<file path="src/rtl/wb_port_arbiter.sv">
// rtl/wb_port_arbiter.sv - register-file write port arbiter between the WB stage and MDU results
// Pipeline writes win; queued MDU results drain on idle WB cycles or via a one-cycle forced stall.
module wb_port_arbiter #(
   parameter int DATA_W       = 32,
   parameter int ADDR_W       = 5,
   parameter int FIFO_DEPTH   = 2,
   parameter int STARVE_LIMIT = 4
) (
   input  logic              clk,
   input  logic              reset,
   input  logic              regwrite_W,
   input  logic [ADDR_W-1:0] writereg_W,
   input  logic [DATA_W-1:0] result_W,
   input  logic              mdu_valid,
   input  logic [ADDR_W-1:0] mdu_writereg,
   input  logic [DATA_W-1:0] mdu_result,
   output logic              mdu_ready,
   input  logic [ADDR_W-1:0] query_reg,
   output logic              pend_hit,
   output logic              stall_W,
   output logic              rf_we,
   output logic [ADDR_W-1:0] rf_wa,
   output logic [DATA_W-1:0] rf_wd
);

   localparam int PTR_W = $clog2(FIFO_DEPTH);
   localparam int CNT_W = PTR_W + 1;
   localparam int SC_W  = $clog2(STARVE_LIMIT + 1);

   typedef enum logic {NORM, DRAIN} state_t;

   state_t            state, state_nx;
   logic [ADDR_W-1:0] fifo_reg [FIFO_DEPTH];
   logic [DATA_W-1:0] fifo_dat [FIFO_DEPTH];
   logic [PTR_W-1:0]  rd_ptr, wr_ptr;
   logic [CNT_W-1:0]  count;
   logic [SC_W-1:0]   starve_cnt, starve_nx;
   logic [PTR_W-1:0]  offs [FIFO_DEPTH];
   logic [FIFO_DEPTH-1:0] entry_valid;
   logic              wb_req, empty, full, push, pop;

   assign wb_req    = regwrite_W && (writereg_W != '0);
   assign empty     = (count == '0);
   assign full      = (count == CNT_W'(FIFO_DEPTH));
   assign mdu_ready = !reset && !full;
   // Results aimed at $0 are handshaken but silently dropped.
   assign push      = mdu_valid && mdu_ready && (mdu_writereg != '0);
   assign stall_W   = (state == DRAIN);

   for (genvar g = 0; g < FIFO_DEPTH; g++) begin : g_valid
      assign offs[g]        = PTR_W'(g) - rd_ptr;
      assign entry_valid[g] = ({1'b0, offs[g]} < count);
   end

   always_comb begin
      pend_hit = 1'b0;
      if (!reset && (query_reg != '0)) begin
         for (int i = 0; i < FIFO_DEPTH; i++) begin
            if (entry_valid[i] && (fifo_reg[i] == query_reg)) pend_hit = 1'b1;
         end
      end
   end

   always_comb begin
      rf_we     = 1'b0;
      rf_wa     = '0;
      rf_wd     = '0;
      pop       = 1'b0;
      starve_nx = starve_cnt;
      state_nx  = state;
      if (!reset) begin
         case (state)
            DRAIN: begin
               if (!empty) begin
                  rf_we = 1'b1;
                  rf_wa = fifo_reg[rd_ptr];
                  rf_wd = fifo_dat[rd_ptr];
                  pop   = 1'b1;
               end
               starve_nx = '0;
               state_nx  = NORM;
            end
            default: begin
               if (wb_req) begin
                  rf_we = 1'b1;
                  rf_wa = writereg_W;
                  rf_wd = result_W;
                  if (!empty && (starve_cnt != SC_W'(STARVE_LIMIT)))
                     starve_nx = starve_cnt + SC_W'(1);
                  if (!empty && (starve_nx == SC_W'(STARVE_LIMIT)))
                     state_nx = DRAIN;
               end else if (!empty) begin
                  rf_we     = 1'b1;
                  rf_wa     = fifo_reg[rd_ptr];
                  rf_wd     = fifo_dat[rd_ptr];
                  pop       = 1'b1;
                  starve_nx = '0;
               end else begin
                  starve_nx = '0;
               end
            end
         endcase
      end
   end

   always_ff @(posedge clk) begin
      if (reset) begin
         state      <= NORM;
         starve_cnt <= '0;
         rd_ptr     <= '0;
         wr_ptr     <= '0;
         count      <= '0;
      end else begin
         state      <= state_nx;
         starve_cnt <= starve_nx;
         if (push) wr_ptr <= wr_ptr + PTR_W'(1);
         if (pop)  rd_ptr <= rd_ptr + PTR_W'(1);
         if (push && !pop)      count <= count + CNT_W'(1);
         else if (pop && !push) count <= count - CNT_W'(1);
      end
   end

   // Storage needs no reset: occupancy is tracked solely by count and the pointers.
   always_ff @(posedge clk) begin
      if (push) begin
         fifo_reg[wr_ptr] <= mdu_writereg;
         fifo_dat[wr_ptr] <= mdu_result;
      end
   end

endmodule

</file>
<file path="config.mk">
export PLATFORM = sky130hd
export DESIGN_NAME = wb_port_arbiter
export DESIGN_NICKNAME = d
export VERILOG_FILES = /design/src/rtl/wb_port_arbiter.sv
export SDC_FILE = /design/constraint.sdc
export NUM_CORES = 1
export LEC_CHECK = 0
export BUFFER_PORTS_ARGS = -buffer_cell sky130_fd_sc_hd__buf_2
export CORE_UTILIZATION = 30
export DETAILED_ROUTE_END_ITERATION = 8
export PLACE_DENSITY = 0.52
export SETUP_SLACK_MARGIN = 0.1
export SLEW_MARGIN = 20
export SYNTH_ARGS = -nofsm -noshare
export SYNTH_HDL_FRONTEND = slang
export SYNTH_SLANG_ARGS = --single-unit
</file>
<file path="constraint.sdc">
create_clock -name clk -period 5.8 [get_ports clk]
set_input_delay 0 -clock clk [delete_from_list [all_inputs] [get_ports clk]]
set_output_delay 0 -clock clk [all_outputs]
set_load 0.05 [all_outputs]
</file>
### Word-level counts from Yosys, hierarchy flattened

Memory sizes are Yosys's and may differ from the RTL's. A register that Yosys moved wholly into a read port is not among the register bits.
Cells that the tools add are included.

* register bits: 8
* RAM bits: 74
* input bits: 83
* output and inout bits: 41
* logic and storage cells: 75
* memories kept: 2

Memory list
* fifo_dat: words 2, bits a word 32, read ports 1, clocked after memory_dff 1, wr ports 1, line 34 `logic [DATA_W-1:0] fifo_dat [FIFO_DEPTH];`
* fifo_reg: words 2, bits a word 5, read ports 3, clocked after memory_dff 1, wr ports 1, line 33 `logic [ADDR_W-1:0] fifo_reg [FIFO_DEPTH];`

* add/sub/neg operators: 7
* order comparisons: 2
* eq/ne operators: 5
* multiplexer cells: 31
* bitwise operators: 1
* reductions and logical operators: 22

Operators by type and width (count)
* $mux W32: 4
* $mux W5: 4
* $mux W1: 17
* $reduce_bool A5 Y1: 3
* $mux W3: 4
* $logic_and A1 B1 Y1: 11
* $eq A5 B5 Y1: 2
* $logic_not A1 Y1: 5
* $lt A1 B2 Y1: 2
* $mux W2: 2
* $add A3 B1 Y3 const B: 1
* $eq A3 B3 Y1 const B: 1
* $ne A3 B3 Y1 const B: 1
* $reduce_or A3 Y1: 1
* $add A1 B1 Y1 const B: 2
* $add A2 B1 Y2 const B: 1
* $eq A2 B2 Y1 const B: 1
* $logic_not A2 Y1: 1
* $reduce_bool A2 Y1: 1
* $sub A1 B1 Y1 const A: 2
* $sub A2 B1 Y2 const B: 1
* $not A1 Y1: 1

### Depth between registers and ports, before layout

Gate-level depths: netlist (run 1).

* depth in word-level cells: 10
* depth in mapped cells: 10
* gate-level depth less buffers: 7

### Worst setup path after synthesis (run 1)

No wires, ideal clock.

* path type: register to register
* start point: register count[0]
* end point: memory fifo_dat[1][0], enable pin
* setup time: 398 ps
* data arrival time: 2560 ps
* required time: 5402 ps
* path slack: 2842 ps
* stages on the path, launching flop included: 6
* buffers on the path: 1
* period minus slack after synthesis: 2958 ps
* cell sequence: dfxtp_1 buf_6 inv_1 a21oi_1 and3_1 and2_1

* word-level cells in the longest chain between the ends: 7

RTL lines
* start: declaration: line 36 `logic [CNT_W-1:0] count;`
* start signal: assignment: line 118 `if (push && !pop) count <= count + CNT_W'(1);`
* start signal: assignment: line 119 `else if (pop && !push) count <= count - CNT_W'(1);`
* $eq A2 B2 Y1: line 44 `assign full = (count == CNT_W'(FIFO_DEPTH));`
* $logic_not A1 Y1: line 45 `assign mdu_ready = !reset && !full;`
* $logic_and A1 B1 Y1: line 45
* named net mdu_ready: line 17 `output logic mdu_ready,`
* $logic_and A1 B1 Y1 (2 in series): line 47 `assign push = mdu_valid && mdu_ready && (mdu_writereg != '0);`
* named net push: line 40 `logic wb_req, empty, full, push, pop;`
* $mux W1: line 125 `if (push) begin`
* $mux W1 (implied by the code): line 127 `fifo_dat[wr_ptr] <= mdu_result;`
* end: declaration: line 34

The timed path passes the listed nets, and every way through them passes these cells.

### Final worst setup path (run 1)

* start point: register count[0]
* end point: register count[1]

* word-level cells in the longest chain between the ends: 8
* elaborated cells on any way between the ends: 19
* classes of those cells: add/sub (2); eq/ne (1); mux (6); reduce/logical (10)

RTL lines (line)
* $logic_not A2 Y1 / $eq A2 B2 Y1 (equally long branches): 43, 44
* $mux W1 / $logic_not A1 Y1 (equally long branches): 74, 92, 45
* $mux W1 / $logic_and A1 B1 Y1 (equally long branches): 84, 45
* $mux W1 / $logic_and A1 B1 Y1 (equally long branches): 72, 47
* $mux W1 / $logic_and A1 B1 Y1 (equally long branches): 71, 47
* $logic_not A1 Y1, on equally long branches: 118, 119
* $logic_and A1 B1 Y1, on equally long branches: 118, 119
* $mux W2 / $reduce_bool A2 Y1 (equally long branches)

Parallel ways exist; a longest one is shown, timed or not. The select of a mux whose other input is x is not followed.
A chain may end at the register's enable or synchronous reset.

==> impl_metrics.py, run 1 <==
metrics = {
    "sta": {
        "finalCritPeriodShare_pct": 42.1,
        "slew_viol_final": 0,
        "setup_violations": 0,
        "worstMarginPinSlew_ps": 939,
        "fmax_ghz": 0.410,
        "setup_slack_ps": 3360,
        "finalHoldViolCount": 0,
        "rsz0062_at_grt": "false",
        "period_minus_slack_ps": 2440,
        "setup_tns_ps": 0,
        "whs_ps": 397,
        "fin_skew_ps": 6.23,
        "maxSlewHeadroom_pct": 37.4,
    },
    "finish": {
        "area_delta_synth_final_pct": 37.5,
        "nFillCells": 1184,
        "seqCellArea_sq_um": 2400,
        "drive_gt1_share_pct": 38.3,
        "multi_input_area_sq_um": 1250,
        "final_nets": 525,
        "antenna_cells": 0,
        "final_util_pct": 42.7,
        "largest_register_ffs": 64,
    },
    "synthesis": {
        "yosys-top-cells-area": "edfxtp_1 59%, mux2i_1 9.8%, dfxtp_1 4.8%",
        "synth_area_per_cell_sq_um": 13.6,
        "ys_ff_latch": 83,
        "ys_async_sr_fraction_pct": 0,
        "synth_compound_area_share_pct": 10.2,
        "yosysTopAreaCell": "edfxtp_1",
        "synth_xor_area_share_pct": 3.26,
        "synth.top_cell.area_share_pct": 59.0,
        "yosysWarnings": 0,
        "yosys.cell_types.count": 36,
        "ys_seq_area_share_pct": 63.8,
        "yosysMostFrequentCell": "edfxtp_1",
        "synth.net_count": 363,
        "synth_cells": 277,
        "netlist_area_sq_um": 3760,
        "yosys.area_share.simple_pct": 8.24,
        "synth.area.mux_share_pct": 10.4,
        "yosys-top-cells-count": "74 x edfxtp_1, 40 x nand2_1, 37 x mux2i_1",
        "synth_fa_ha_area_share_pct": 0.997,
        "yosys_most_used_dff": "edfxtp_1",
        "synth_top_family_by_area": "multiplexers",
        "synth-edff-count": 74,
    },
    "clock_tree": {
        "cts.reportedPaths.clkPinSlew_ps": 60,
        "clock_latency_ps": 320,
        "cts.sinks": 83,
        "clock_path_buffers": 2,
        "htree_num_levels": 3,
        "ctsRootBufferMaster": "clkbuf_16",
        "cts_tree": "built",
        "post_cts_buffers": 0,
        "cts-buffers-inserted": 9,
    },
    "min_path": {
        "min_to": "rf_wd[15]",
        "min-delay-start": "result_W[15]",
        "min_path_cells": 4,
        "hold_class": "input pin to output port",
    },
    "worst_setup_path": {
        "cp.arrival_ps": 2700,
        "crit_type": "register to register",
        "r2r_slack_ps": 3360,
        "critPathBufInv": 0,
        "r2r_start": "count[0]",
        "cp-end-kind": "register",
        "cp_top_family": "simple AND/OR/NAND/NOR gates",
        "worst-path-stages": 6,
        "crit_chain": "nor2_1 -> nor2_1 -> nand2_2 -> ha_1 -> or3_1 -> a21oi_1",
        "critPathSlowestCell": "ha_1",
        "timing.critical_path.mode_cell": "nor2_1",
        "reg2regPathDepth": 6,
        "worstPathRequired_ps": 6060,
        "rr_endpoint": "count[1]",
        "max_stage_delay_ps": 570,
        "cp-start-kind": "register",
        "crit_fanout": 38,
    },
    "detailed_routing": {
        "drc": 0,
        "drtPass1Iterations": 4,
        "drt_iter0_drc": 55,
        "wl_microns": 8050,
        "routed_via_density": 4.28,
        "vias": 2619,
        "wl_per_cell_microns": 13.2,
        "ant_nets": 0,
    },
    "global_route": {
        "antenna_found_initial": 0,
        "grt_overflow_total": 0,
        "grt_pass1_wl_microns": 12200,
        "first_global_vias": 2473,
        "grt_max_degree": 39,
        "track_usage_pct": 12.5,
    },
    "die": {
        "fp.dieH_microns": 114,
        "num_rows": 40,
        "die-area_sq_um": 13000,
        "fp.dieW_microns": 114,
        "coreArea_sq_um": 12100,
        "ioPinCount": 124,
        "start_util_pct": 31.1,
    },
    "power_and_ir_drop": {
        "total_power_mw": 1.57,
        "p_per_area_nw_per_um2": 304,
        "leakage_nw": 2.02,
        "irDropWorstVdd_uv": 151,
    },
    "place": {
        "gp_congestion": 0.716,
        "dp_hpwl_microns": 5380,
        "dp_slack_ps": 3350,
        "portBuffers": 123,
    },
    "job": {
        "drv_cap": 0,
    },
    "outcome": {
        "status": "finished, final reports clean",
    },
}
==> logic make-up after synthesis <==
| family | count (synthesis) |
|---|---|
| DFF | 83 |
| and+or+nand+nor | 66 |
| AOI/OAI and AO/OA | 52 |
| muxes | 39 |
| buffers and inverters | 20 |
| xor gates and xnor gates | 14 |
| adders and majority gates | 3 |
==> cell usage in the layout (no fill, tap or decap), types with 7 or more instances in the layout <==
master,n
buf_2,123
clkbuf_16,9
dfxtp_1,8
dlygate4sd3_1,39
edfxtp_1,74
mux2i_1,37
nand2_1,40
nor2_1,7
o21ai_0,21
o21ai_2,19
xor2_1,8
==> report_power, final <==
part	leakage, nW	switching (mW)	internal [mW]
Combinational	1.13	0.222	0.133
Clock	0.130	0.215	0.284
Sequential	0.752	0.0311	0.689
Total	2.02	0.469	1.11
==> repair_timing <==
item,in CTS,in global routing
hold buffers,39,0
endpoints found under the hold margin,76,0
gates resized for setup,0,0
==> stage by stage <==
stage / area, sq um / std cells
2_1_floorplan: 3760 / 277
3_3_place_gp: 4530 / 557
3_5_place_dp: 4530 / 557
4_1_cts: 5180 / 612
5_1_grt: 5180 / 612
6_report: 5180 / 612
==> metal layers <==
layer	vias to the layer above	track usage, %	share of wire (%)
met3	7	2.39	3.9
met1	1199	15.4	46
met4	0	5.19	1.2
li1	1341	-	-
met5	-	0	0
met2	72	21.3	49
==> final cells by class <==
class | instances | share of cell area [%]
Sequential cell | 83 | 46.4
Multi-Input combinational cell | 174 | 24.2
Timing Repair Buffer | 164 | 19.7
Clock buffer | 9 | 4.35
Tap cell | 168 | 4.06
Clock inverter | 7 | 0.677
Inverter | 7 | 0.508
==> how the worst max path moves through the flow <==
stage                     endpoint     start
floorplan           fifo_dat[1][0]  count[0]
finish                    count[1]  count[0]
global placement          count[1]  count[0]
global route              count[1]  count[0]
detailed placement        count[1]  count[0]
CTS                       count[1]  count[0]
==> worst min-delay path, delay by kind of cell <==
family / cells / cell delay (ps)
AOI/OAI and AO/OA: 1 / 40
buffers and inverters: 2 / 290
and+or+nand+nor: 1 / 60
Power figures use the tool's default switching activity.
==> inputs of run 2 (changes only) <==
- clock period: 5.8 -> 2.4 ns (I/O delays scaled with it)
==> run 2 against run 1 <==
  * Final area grew 1.7%
  * Non-clock buffer count up 4
  * Combinational power rose to 2.6 times the previous value
  * Critical path depth shrank 1
  * Sequential share of layout area shrank 0.76 points
  * Critical endpoint is now pend_hit
  * Clock skew grew 3.7 ps
  * Die area did not move
  * Global-route usage rose by 0.94 points
  * Highest routed layer unchanged
  * Total power grew 150%
  * Via count rose by 1.8%
==> impl_metrics.py, run 2 (synthesis results as in run 1) <==
metrics = {
    "outcome": {
        "status": "finished, final reports clean",
    },
    "die": {
        "num_rows": 40,
        "fp.dieH_microns": 114,
        "start_util_pct": 31.1,
        "coreArea_sq_um": 12100,
        "ioPinCount": 124,
        "fp.dieW_microns": 114,
        "die-area_sq_um": 13000,
    },
    "worst_setup_path": {
        "cp-endpoint": "pend_hit",
        "cp-end-kind": "output port",
        "r2r_slack_ps": 530,
        "crit_type": "register to output port",
        "cp.arrival_ps": 2090,
        "reg2regPathDepth": 6,
        "crit_fanout": 8,
        "worstSetupStartpoint": "count[0]",
        "rr_endpoint": "count[1]",
        "cp-start-kind": "register",
        "r2r_start": "count[0]",
        "worstPathRequired_ps": 2400,
    },
    "finish": {
        "final_common_cell": "buf_2",
        "layout_common_cells": "123 x buf_2, 74 x edfxtp_1, 40 x nand2_1",
        "area_delta_synth_final_pct": 39.8,
        "drive_gt1_share_pct": 39.7,
        "final_nets": 529,
        "antenna_cells": 0,
        "largest_register_ffs": 64,
    },
    "detailed_routing": {
        "drt_iter0_drc": 82,
        "vias": 2666,
        "drtPass1Iterations": 4,
        "wl_microns": 8410,
        "routed_via_density": 4.33,
        "drc": 0,
        "wl_per_cell_microns": 13.6,
        "ant_nets": 0,
    },
    "clock_tree": {
        "clock_path_buffers": 2,
        "htree_num_levels": 3,
        "cts-buffers-inserted": 9,
        "clock_latency_ps": 340,
        "ctsResizeCount": 0,
        "post_cts_buffers": 0,
        "cts_tree": "built",
        "cts.reportedPaths.clkPinSlew_ps": 60,
        "cts.sinks": 83,
        "hold_buffers": 37,
        "ctsRootBufferMaster": "clkbuf_16",
    },
    "global_route": {
        "track_usage_pct": 13.4,
        "antenna_found_initial": 0,
        "first_global_vias": 2619,
        "grt_pass1_wl_microns": 13000,
        "grt_overflow_total": 0,
        "grt_max_degree": 38,
    },
    "sta": {
        "fmax_ghz": 0.478,
        "setup_tns_ps": 0,
        "worstMarginPinSlew_ps": 392,
        "finalHoldViolCount": 0,
        "setup_slack_ps": 309,
        "period_minus_slack_ps": 2090,
        "fin_skew_ps": 9.98,
        "maxSlewHeadroom_pct": 73.8,
        "slew_viol_final": 0,
        "finalCritPeriodShare_pct": 87.1,
        "setup_violations": 0,
        "rsz0062_at_grt": "false",
    },
    "place": {
        "portBuffers": 123,
        "dp_hpwl_microns": 5840,
        "gp_congestion": 0.745,
        "dp_slack_ps": 536,
    },
    "power_and_ir_drop": {
        "p_per_area_nw_per_um2": 741,
        "leakage_nw": 2.04,
        "irDropWorstVdd_uv": 343,
    },
    "min_path": {
        "hold_class": "input pin to register",
    },
    "job": {
        "drv_cap": 0,
    },
}
-- run 2: changes by cell type in the layout (fill, tap and decap cells not counted), sizes merged --
cell,previous run,this run
buf,125,131
inv,7,8
clkinv,6,4
dlygate4sd3,39,37
clkinvlp,1,2
-- run 2: how the worst min path moves through the flow --
| stage | startpoint | end | slack [ps] | cells past startpoint |
|---|---|---|---|---|
| global placement | mdu_result[15] | fifo_dat[1][15] | 190 | 1 |
| finish | mdu_valid | wr_ptr | 20 | 3 |
| CTS | mdu_valid | wr_ptr | 4 | 3 |
| detailed placement | mdu_result[18] | fifo_dat[1][18] | 190 | 1 |
| global route | reset | count[0] | 20 | 2 |
| floorplan | mdu_result[0] | fifo_dat[0][0] | 100 | 0 |
-- run 2: area by class of cell --
| type | instances | area, sq um |
|---|---|---|
| inverters | 7 | 30.0 |
| flip-flops and latches | 83 | 2400 |
| clock buffers | 9 | 225 |
| well taps | 168 | 210 |
| fillers | 1200 | 6850 |
| clock inverters | 7 | 51.3 |
| repair buffers | 168 | 1080 |
| multi-input cells | 174 | 1260 |
-- run 2: where the power goes --
group          switching (mW)  internal, mW  total [mW]
registers              0.0576          1.66        1.72
clock network           0.559         0.705        1.26
logic                   0.570         0.347       0.917
total                    1.19          2.72        3.90
-- run 2: worst max-delay path: stages, from the launching register on --
cell and delay (ps):
dfxtp_1 550, and2b_1 180, o2111ai_1 90, or3_1 340, a221oi_2 300, buf_2 310
-- run 2: per-layer routing --
metal | vias to the layer above | global-route usage [%] | part of all wire [%] | wire [microns]
met5 | - | 0 | 0 | 0
met4 | 0 | 5.71 | 1.4 | 119
met3 | 8 | 2.92 | 4.5 | 376
met2 | 84 | 22.4 | 49 | 4130
met1 | 1220 | 16.7 | 45 | 3780
li1 | 1354 | - | - | -
-- run 2: per-stage QoR --
| stage | hold slack (ps) | utilization, % | power (mW) | cell area [sq um] | std cells |
|---|---|---|---|---|---|
| after floorplan | 98.9 | - | 2.38 | 3770 | 277 |
| after detailed placement | 192 | 38.1 | 2.64 | 4620 | 563 |
| after CTS | 4.23 | 43.5 | 3.96 | 5260 | 616 |
| after global placement | 190 | 38.1 | 2.63 | 4620 | 563 |
| after global routing | 20.2 | 43.5 | 4.07 | 5260 | 616 |
| final | 23.2 | 43.5 | 3.90 | 5260 | 616 |
==> inputs of run 3 (changes only) <==
- ABC_AREA: default -> 1
==> run 3 against run 2 <==
  * First-iteration DRC count up 44%
  * Worst hold slack better by 63 ps
  * Critical path depth rose by 2
  * Sequential share of layout area is 0.60 points lower
  * Sequential cell count unchanged
  * Final area grew 1.3%
==> impl_metrics.py, run 3 <==
metrics = {
    "clock_tree": {
        "clock_path_buffers": 2,
        "cts-buffers-inserted": 9,
        "ctsResizeCount": 0,
        "cts.reportedPaths.clkPinSlew_ps": 60,
        "post_cts_buffers": 0,
        "cts.sinks": 83,
        "cts_tree": "built",
        "clock_latency_ps": 330,
        "htree_num_levels": 3,
        "ctsRootBufferMaster": "clkbuf_16",
    },
    "place": {
        "dp_slack_ps": 686,
        "gp_congestion": 0.744,
        "portBuffers": 123,
        "dp_hpwl_microns": 6250,
    },
    "sta": {
        "worstMarginPinSlew_ps": 344,
        "period_minus_slack_ps": 1830,
        "fmax_ghz": 0.547,
        "maxSlewHeadroom_pct": 76.8,
        "whs_ps": 85.8,
        "finalHoldViolCount": 0,
        "setup_violations": 0,
        "rsz0062_at_grt": "false",
        "setup_slack_ps": 571,
        "fin_skew_ps": 6.56,
        "slew_viol_final": 0,
        "setup_tns_ps": 0,
        "finalCritPeriodShare_pct": 76.2,
    },
    "detailed_routing": {
        "ant_nets": 0,
        "drc": 0,
        "drt_iter0_drc": 118,
        "vias": 2865,
        "wl_per_cell_microns": 13.0,
        "routed_via_density": 4.30,
        "wl_microns": 8630,
        "drtPass1Iterations": 4,
    },
    "finish": {
        "final_nets": 579,
        "drive_gt1_share_pct": 35.5,
        "final_common_cell": "buf_2",
        "antenna_cells": 0,
        "layout_common_cells": "123 x buf_2, 76 x nand2_1, 74 x edfxtp_1",
        "area_delta_synth_final_pct": 40.7,
        "largest_register_ffs": 64,
    },
    "global_route": {
        "grt_overflow_total": 0,
        "use_met2_pct": 22.7,
        "grt_max_degree": 38,
        "grtUsageMet1_pct": 17.5,
        "grt_pass1_wl_microns": 13500,
        "use_met3_pct": 3.02,
        "busiest_layer": "met2",
        "first_global_vias": 2775,
        "antenna_found_initial": 0,
        "track_usage_pct": 13.5,
    },
    "worst_setup_path": {
        "cp.arrival_ps": 1830,
        "worstPathRequired_ps": 2400,
        "cp-start-kind": "register",
        "crit_fanout": 6,
        "cp-end-kind": "output port",
        "crit_type": "register to output port",
    },
    "synthesis": {
        "ys_ff_latch": 83,
        "netlist_area_sq_um": 3790,
        "synth.top_cell.area_share_pct": 58.6,
        "ys_seq_area_share_pct": 63.4,
        "yosys_most_used_dff": "edfxtp_1",
        "synth.net_count": 414,
        "yosysTopAreaCell": "edfxtp_1",
        "yosysWarnings": 0,
        "ys_async_sr_fraction_pct": 0,
        "yosysMostFrequentCell": "nand2_1",
        "synth_cells": 328,
        "yosys-top-cells-area": "edfxtp_1 59%, mux2i_1 8.7%, nand2_1 7.5%",
        "yosys-top-cells-count": "76 x nand2_1, 74 x edfxtp_1, 33 x mux2i_1",
        "yosys.cell_types.count": 28,
        "synth_area_per_cell_sq_um": 11.6,
        "synth-edff-count": 74,
    },
    "job": {
        "drv_cap": 0,
    },
    "die": {
        "fp.dieW_microns": 114,
        "ioPinCount": 124,
        "num_rows": 40,
        "coreArea_sq_um": 12200,
        "start_util_pct": 31.2,
        "fp.dieH_microns": 114,
        "die-area_sq_um": 13100,
    },
    "power_and_ir_drop": {
        "clkPwrFrac_pct": 36.9,
        "intPower_mw": 2.84,
        "leakage_nw": 2.20,
        "seqPwrFrac_pct": 42.9,
        "p_sw_share_pct": 28.0,
        "irDropWorstVdd_uv": 360,
        "p_switching_mw": 1.10,
        "p_per_area_nw_per_um2": 740,
        "p_comb_share_pct": 20.2,
    },
    "min_path": {
        "hold_class": "input pin to register",
    },
    "outcome": {
        "status": "finished, final reports clean",
    },
}
run 3: cell types whose count changed after synthesis, moves of 5 or more:
cell	before	now
nand2_1	40	76
o21ai_1	0	19
o21ai_0	21	6
inv_1	7	21
nor2_1	7	21
nand3_1	1	7
xor2_1	8	2
xnor2_1	6	1
run 3: metal layers:
| metal | vias to the layer above | share of wire [%] |
|---|---|---|
| li1 | 1464 | - |
| met1 | 1305 | 46 |
| met2 | 91 | 48 |
| met3 | 5 | 5.3 |
| met4 | 0 | 0.78 |
| met5 | - | 0 |
run 3: critical path, cell delays in order (launching register included):
cell,delay [ps]
dfxtp_1,450
inv_2,90
nand2_2,130
nand2_1,70
nor2_1,120
nand3_1,80
a21oi_1,230
buf_2,320
run 3: power groups by stage:
stage	sequential (mW)	combinational, mW	clock (mW)
2_1_floorplan	1.71	0.544	0
3_3_place_gp	1.72	0.751	0
3_5_place_dp	1.72	0.760	0
4_1_cts	1.69	0.809	1.50
5_1_grt	1.70	0.864	1.55
6_report	1.69	0.795	1.46
run 3: logic make-up after synthesis:
| group | count (synthesis) | share of synthesized area [%] |
|---|---|---|
| buf+inv | 38 | 4.79 |
| flops | 83 | 63.4 |
| xor+xnor | 3 | 0.693 |
| mux | 33 | 8.71 |
| fa+ha+maj | 3 | 0.990 |
| compound gates | 54 | 9.18 |
| simple gates | 114 | 12.3 |
run 3: repair_timing:
item / in CTS / in global routing
setup endpoints to repair: 0 / 0
endpoints found under the hold margin: 74 / 0
hold buffers: 37 / 0
run 3: metrics by stage:
stage,cell area (sq um),std cells,total power [mW],utilization [%]
after detailed placement,4640,613,2.48,38.2
after global placement,4640,613,2.47,38.2
final,5330,666,3.95,43.8
after global routing,5330,666,4.12,43.8
after floorplan,3810,328,2.25,-
after CTS,5330,666,4.00,43.8
run 3: layout make-up:
class / count / area [sq um]
Clock inverter: 6 / 88.8
Timing Repair Buffer: 167 / 1080
Sequential cell: 83 / 2400
Fill cell: 1187 / 6830
Inverter: 25 / 97.6
Tap cell: 168 / 210
Multi-Input combinational cell: 207 / 1230
Clock buffer: 10 / 229
run 3: final timing paths:
kind,from,end,slack [ps],cells past startpoint
hold / removal,mdu_valid,wr_ptr,90,5
setup reg to reg,count[0],count[1],680,9
hold reg to reg,wr_ptr,wr_ptr,540,2
setup / recovery,count[1],pend_hit,570,7
